File: config.mk
export PLATFORM = sky130hd
export DESIGN_NAME = core_seq_ctrl
export DESIGN_NICKNAME = d
export VERILOG_FILES = /design/src/rtl/core_seq_ctrl.sv
export SDC_FILE = /design/constraint.sdc
export NUM_CORES = 1
export LEC_CHECK = 0
export BUFFER_PORTS_ARGS = -buffer_cell sky130_fd_sc_hd__buf_2
export CORE_MARGIN = 4
export CORE_UTILIZATION = 45
export CTS_BUF_LIST = sky130_fd_sc_hd__clkbuf_8
export CTS_CLUSTER_SIZE = 28
export DETAILED_ROUTE_END_ITERATION = 7
export PLACE_DENSITY_LB_ADDON = 0.2
export SETUP_SLACK_MARGIN = 0.15
export SYNTH_ARGS = -nofsm -noshare
export SYNTH_HDL_FRONTEND = slang
export SYNTH_SLANG_ARGS = --single-unit
File: constraint.sdc
create_clock -name clk -period 1.91 [get_ports clk]
set_input_delay 0.382 -clock clk [delete_from_list [all_inputs] [get_ports clk]]
set_output_delay 0.382 -clock clk [all_outputs]
set_load 0.005 [all_outputs]
File: src/rtl/core_seq_ctrl.sv
// Multi-cycle FETCH/DECODE/EXEC/MEM/WB sequencer for the zerocpu core.
// Owns PC, IR and the retire counter, and times out stalled memory handshakes into HALT.
module core_seq_ctrl #(
  parameter logic [63:0] PC_RESET    = 64'h0000_0000_8000_0000,
  parameter int          MEM_TIMEOUT = 16
) (
  input  logic        clk,
  input  logic        rst_n,
  output logic        imem_req,
  output logic [63:0] imem_addr,
  input  logic        imem_ack,
  input  logic [31:0] imem_rdata,
  output logic [31:0] inst,
  output logic [63:0] pc,
  input  logic        dec_mem_rd,
  input  logic        dec_mem_wr,
  input  logic        dec_rd_en,
  input  logic        dec_illegal,
  input  logic        dec_halt,
  input  logic [63:0] next_pc,
  output logic        dmem_req,
  output logic        dmem_we,
  input  logic        dmem_ack,
  output logic        rd_we,
  output logic        commit,
  output logic [63:0] inst_cnt,
  output logic        halted,
  output logic [1:0]  err_code
);

  // MEM and WB are split by access type / rd write so every strobe is a pure state decode.
  typedef enum logic [2:0] {
    S_FETCH  = 3'd0,
    S_DECODE = 3'd1,
    S_EXEC   = 3'd2,
    S_MEM_RD = 3'd3,
    S_MEM_WR = 3'd4,
    S_WB     = 3'd5,
    S_WB_RD  = 3'd6,
    S_HALT   = 3'd7
  } state_t;

  localparam logic [31:0] TIMEOUT_LAST = 32'(MEM_TIMEOUT - 1);
  localparam logic [31:0] NOP_INST     = 32'h0000_0013;

  state_t      state;
  state_t      state_nx;
  logic [31:0] ir_nx;
  logic [63:0] pc_nx;
  logic [63:0] cnt_nx;
  logic [1:0]  err_nx;
  logic [31:0] wait_cnt;
  logic [31:0] wait_nx;
  logic        timeout_hit;

  assign timeout_hit = (MEM_TIMEOUT != 0) && (wait_cnt == TIMEOUT_LAST);

  // State, PC, IR, counters and error code.
  always_ff @(posedge clk) begin
    if (!rst_n) begin
      state    <= S_FETCH;
      pc       <= PC_RESET;
      inst     <= NOP_INST;
      inst_cnt <= 64'd0;
      err_code <= 2'd0;
      wait_cnt <= 32'd0;
    end else begin
      state    <= state_nx;
      pc       <= pc_nx;
      inst     <= ir_nx;
      inst_cnt <= cnt_nx;
      err_code <= err_nx;
      wait_cnt <= wait_nx;
    end
  end

  // Next-state and datapath update logic.
  always_comb begin
    state_nx = state;
    ir_nx    = inst;
    pc_nx    = pc;
    cnt_nx   = inst_cnt;
    err_nx   = err_code;
    wait_nx  = wait_cnt;
    case (state)
      S_FETCH: begin
        if (imem_ack) begin
          ir_nx    = imem_rdata;
          state_nx = S_DECODE;
          wait_nx  = 32'd0;
        end else if (timeout_hit) begin
          err_nx   = 2'd2;
          state_nx = S_HALT;
          wait_nx  = 32'd0;
        end else begin
          wait_nx  = wait_cnt + 32'd1;
        end
      end
      S_DECODE: begin
        if (dec_illegal) begin
          err_nx   = 2'd1;
          state_nx = S_HALT;
        end else begin
          state_nx = S_EXEC;
        end
      end
      S_EXEC: begin
        // Store takes priority so dmem_we follows dec_mem_wr when both are set.
        if (dec_mem_wr) begin
          state_nx = S_MEM_WR;
        end else if (dec_mem_rd) begin
          state_nx = S_MEM_RD;
        end else if (dec_rd_en) begin
          state_nx = S_WB_RD;
        end else begin
          state_nx = S_WB;
        end
        wait_nx = 32'd0;
      end
      S_MEM_RD, S_MEM_WR: begin
        if (dmem_ack) begin
          state_nx = dec_rd_en ? S_WB_RD : S_WB;
          wait_nx  = 32'd0;
        end else if (timeout_hit) begin
          err_nx   = 2'd2;
          state_nx = S_HALT;
          wait_nx  = 32'd0;
        end else begin
          wait_nx  = wait_cnt + 32'd1;
        end
      end
      S_WB, S_WB_RD: begin
        cnt_nx  = inst_cnt + 64'd1;
        wait_nx = 32'd0;
        if (next_pc[1:0] != 2'b00) begin
          err_nx   = 2'd3;
          state_nx = S_HALT;
        end else begin
          pc_nx    = next_pc;
          state_nx = dec_halt ? S_HALT : S_FETCH;
        end
      end
      S_HALT: begin
        state_nx = S_HALT;
      end
      default: begin
        state_nx = S_HALT;
      end
    endcase
  end

  assign imem_req  = (state == S_FETCH);
  assign imem_addr = pc;
  assign dmem_req  = (state == S_MEM_RD) || (state == S_MEM_WR);
  assign dmem_we   = (state == S_MEM_WR);
  assign rd_we     = (state == S_WB_RD);
  assign commit    = (state == S_WB) || (state == S_WB_RD);
  assign halted    = (state == S_HALT);

endmodule

# Yosys cells after proc, flatten, opt, wreduce, memory -nomap -nowiden
# Index checks and enable logic that the tools add are counted.
[totals] ff_bits=197 inputBits=105 output_inout_bits=232 elab_cells=53
[op_classes] addsub=2 eq_ne=12 n_mux=20 bitwise=1 reduce_logical=12
[ops] op="two-way mux 32 bit" count=3
[ops] op="one-hot mux 32 bit (3 select lines)" count=1
[ops] op="adder 64 x 1 -> 64 bit (second input constant)" count=1
[ops] op="adder 32 x 1 -> 32 bit (second input constant)" count=1
[ops] op="== test 32 x 4 -> 1 bit (second input constant)" count=1
[ops] op="two-way mux 3 bit" count=8
[ops] op="one-hot mux 3 bit (6 select lines)" count=1
[ops] op="== test 3 bit (second input constant)" count=4
[ops] op="two-way mux 2 bit" count=6
[ops] op="inequality test 2 bit (second input constant)" count=4
[ops] op="one-hot mux 2 bit (4 select lines)" count=1
[ops] op="== test 3 x 2 -> 1 bit (second input constant)" count=2
[ops] op="AND reduction 5 bit" count=1
[ops] op="AND reduction 2 bit" count=2
[ops] op="nonzero test 4 bit" count=1
[ops] op="OR reduction 2 bit" count=2
[ops] op="== test 3 x 1 -> 1 bit (second input constant)" count=1
[ops] op="zero test 3 bit" count=1
[ops] op="nonzero test 3 bit" count=1
[ops] op="OR reduction 3 bit" count=1
[ops] op="logical OR 1 bit" count=2
[ops] op="nonzero test 2 bit" count=1
[ops] op="inverter 1 bit" count=1

# Longest topological paths before layout
[depth] depth_word=4 depth_mapped=8 depth_no_buf=6

# Least setup slack after synthesis
# Ideal clock, no wire load.
[synth_timing] path_type="register to register" startpoint="register inst_cnt[6]" endpoint="register inst_cnt[62]" setup_ns=0.070 arrival_ns=1.839 required_time_ns=1.840 path_slack_ns=0.000 path_stages_with_launch=7 n_path_buf=1 period_less_slack_ns=1.910 cell_sequence="dfxtp_1 -> nand4_2 -> nor4_4 -> nand4_2 -> buf_2 -> or3_1 -> a21oi_1"
[synth_via] elab_chain_len=1
[synth_lines] item="start, declared" line="26" source="output logic [63:0] inst_cnt,"
[synth_lines] item="start signal, assigned" line="71" source="inst_cnt <= cnt_nx;"
[synth_lines] item="adder 64 x 1 -> 64 bit" line="133" source="cnt_nx = inst_cnt + 64'd1;"
# Every way passes these cells.
# A chain may end at the register's enable or synchronous reset.

# Final worst setup path
[layout_timing] startpoint="register state[2]" endpoint="output rd_we"
[layout_via] elab_chain_len=1
[layout_lines] item="start, declared" line="46" source="state_t state;"
[layout_lines] item="start signal, assigned" line="68" source="state <= state_nx;"
[layout_lines] item="== test 3 bit" line="156" source="assign rd_we = (state == S_WB_RD);"
[layout_lines] item="end, declared" line="24" source="output logic rd_we,"
# Every way passes these cells.

==> impl_metrics.py <==
metrics = {
    "outcome": {
        "status": "finished, violations left",
        "violations": "negative setup slack",
    },
    "logic_synthesis": {
        "ys_seq_elements": 197,
        "syn-num-nets": 1205,
        "synth-edff-count": 0,
        "synth_top_area_share_pct": 44.6,
        "synth_area_per_cell_um2": 8.06,
        "yosysUniqueCellTypes": 55,
        "yosysTopAreaCell": "dfxtp_1",
        "synthTopCellsByArea": "dfxtp_1 45%, nand2_1 9.7%, a21oi_1 7.5%",
        "syn_area_um2": 8850,
        "synthCells": 1098,
        "synth_warnings": 0,
        "seq_area_frac_synth_pct": 44.6,
        "ys.flop_type": "dfxtp_1",
        "asyncSetResetFlopFracSynth_pct": 0,
        "synth_common_cells": "229 x nand2_1, 197 x dfxtp_1, 133 x a21oi_1",
        "synth_most_common_cell": "nand2_1",
    },
    "global_routing": {
        "grt_pass1_vias": 8661,
        "grt_overflow": 0,
        "grt_pass1_wl_um": 43800,
        "grt_max_degree": 52,
        "grt.total_usage_pct": 24.3,
        "grt_antenna_before_repair": 1,
    },
    "power_and_ir_drop": {
        "leakage_uw": 0.00583,
        "powerDensity_nw_per_um2": 863,
        "peakVddDrop_v": 0.00103,
    },
    "final_layout": {
        "area_delta_synth_final_pct": 46.6,
        "drive_gt1_share_pct": 45.1,
        "final_net_count": 1616,
        "num_antenna_cells": 0,
        "finalNonFillerCells": 1787,
    },
    "worst_setup_path": {
        "cp_slowest_stage_delay_ns": 0.38,
        "critPathArrivalTime_ns": 1.57,
        "timing.critical_path.mode_cell": "buf_6",
        "slowest_stage": "dfxtp_4",
        "reg2reg_slack_ns": -0.04,
        "r2r_end": "inst_cnt[63]",
        "r2r-start": "state[0]",
        "critical_path_buf_inv_count": 3,
        "worstSetupPathDepth": 5,
        "crit_type": "reg2out",
        "crit_family": "buffers and inverters",
        "crit_path_max_fanout": 9,
        "crit_required_ns": 1.53,
        "worst_setup_path_end_kind": "output pin",
        "start_kind": "register",
        "cp_cell_sequence": "buf_6 > nor2b_2 > buf_4 > and2_4 > buf_6",
        "r2r_cells": 9,
    },
    "sta": {
        "hold_viol": 0,
        "drv_slew": 0,
        "min_period_ns": 1.95,
        "slew_headroom_pct": 67.5,
        "clock-skew-final_ns": 0.0161,
        "max_freq_ghz": 0.513,
        "fin_ws_ns": -0.0410,
        "finalSetupViolCount": 15,
        "worst_pin_slew_ns": 0.481,
        "rsz0062_at_grt": "true",
        "fin_crit_sh_pct": 102,
    },
    "clock_network": {
        "clk_pin_slew_ns": 0.11,
        "cts_tree": "built",
        "root_buffer": "clkbuf_8",
        "htreeDepth": 4,
        "clkLatencyLatePin_ns": 0.47,
        "clock-sinks": 197,
        "clk_path_buf_depth": 2,
        "cts_buffers": 17,
    },
    "floorplanning": {
        "die_area_um2": 22000,
        "row_count": 51,
        "boundaryPins": 337,
        "start_util_pct": 45.6,
        "core-area_um2": 19400,
        "fp.dieW_um": 148,
        "die_h_um": 148,
    },
    "place": {
        "dp_cells": 1694,
        "gp_congestion": 0.857,
        "io_buffers": 336,
        "place_ws_ns": -0.0898,
        "hpwl_um": 20000,
    },
    "detailed_routing": {
        "avgRoutedWirePerCell_um": 16.5,
        "vias": 9273,
        "ant_nets": 0,
        "routed_via_density": 5.19,
        "drt-pass1-iter-count": 5,
        "route.detailed.drc": 0,
        "drt-initial-drc-count": 350,
        "wl_um": 29500,
    },
    "worst_hold_path": {
        "holdCritPathClass": "in2reg",
        "holdPathStages": 3,
        "hp-start": "imem_rdata[1]",
        "min_delay_worst_endpoint": "inst[1]",
    },
    "job": {
        "maxCapViolCount": 0,
    },
}
[cell usage in the layout (no fill, tap or decap), types with 6 or more instances in the layout]
cell and n:
nor3_1 30, o21ai_0 25, clkbuf_8 18, dfxtp_1 158, inv_1 17, buf_4 134, a21oi_1 119, and3_1 13
buf_6 30, and4_1 6, or4_1 6, or3_1 18, or3_4 15, nor4_4 9, nor2_1 35, o21ai_1 10
dfxtp_4 6, a21oi_2 14, dfxtp_2 33, nand2_1 225, xnor2_1 17, xor2_1 35, nor3_4 6, buf_2 332
nor4_1 8, nand3_1 34, buf_12 12, and2_1 6, nor3_2 7, nand4_1 41
[registers in the layout, summed over array words and instances (netlist names)]
register	cells
inst_cnt	64
imem_addr	64
err_code	2
inst	32
state	3
wait_cnt	32
[per-layer routing]
layer,wire (um),global-route usage (%),part of all wire (%)
met1,11600,28.4,39
met2,15100,43.5,51
met3,2120,6.89,7.2
met4,563,7.21,1.9
met5,13,0,0.044
[cell type report]
cell class / instances / area [um2]
clock inverters: 14 / 165
well taps: 265 / 332
multi-input cells: 759 / 4720
flip-flops and latches: 197 / 4010
clock buffers: 18 / 248
fillers: 1652 / 6430
inverters: 18 / 75.1
repair buffers: 516 / 3420
[worst reg2reg max path, stage by stage (launching register included)]
cell	delay [ns]
dfxtp_4	0.37
buf_12	0.13
xnor2_4	0.16
buf_6	0.16
nor3_4	0.18
buf_6	0.13
nand4_4	0.13
buf_12	0.17
or3_1	0.34
a21oi_1	0.12
[report_power, final]
group / total [uW] / leakage, uW / internal (uW) / switching, uW
clock network: 2810 / 0.000207 / 1240 / 1570
logic: 3850 / 0.00401 / 1930 / 1920
registers: 4530 / 0.00161 / 4360 / 173
total: 11200 / 0.00583 / 7530 / 3670
[worst max path at each step]
stage	to	startpoint	slack [ns]
finish	rd_we	state[2]	-0.04
detailed placement	inst_cnt[61]	state[1]	-0.09
global route	rd_we	state[2]	-0.13
floorplan	inst_cnt[54]	inst_cnt[40]	0.12
global placement	wait_cnt[27]	state[1]	-0.04
CTS	dmem_req	state[0]	-0.05
[timing repair]
item | in CTS | in global routing
cloned | 2 | 6
resized for setup | 65 | 120
hold buffers | 0 | 0
pin swaps | 41 | 38
setup buffers | 20 | 33
endpoints found under the setup margin | 153 | 151
[per-stage QoR]
step,util [%],TNS [ns],area [um2],hold WS (ns),power (uW)
after global placement,58.1,-0.142,11300,0.438,7120
final,66.9,-0.300,13000,0.119,11200
after global routing,66.9,-1.73,13000,0.0826,11800
after CTS,62.7,-0.199,12200,0.0895,10400
after detailed placement,58.1,-0.868,11300,0.445,7140
after floorplan,-,0,8960,0.450,6030
[cell families after synthesis]
family,share of synthesized area (%)
buffers and inverters,8.95
and+or+nand+nor,27.9
xor gates and xnor gates,5.73
adders and majority gates,0.283
AOI/OAI and AO/OA,12.4
DFF,44.6
muxes,0.113
Power figures use the tool's default switching activity.
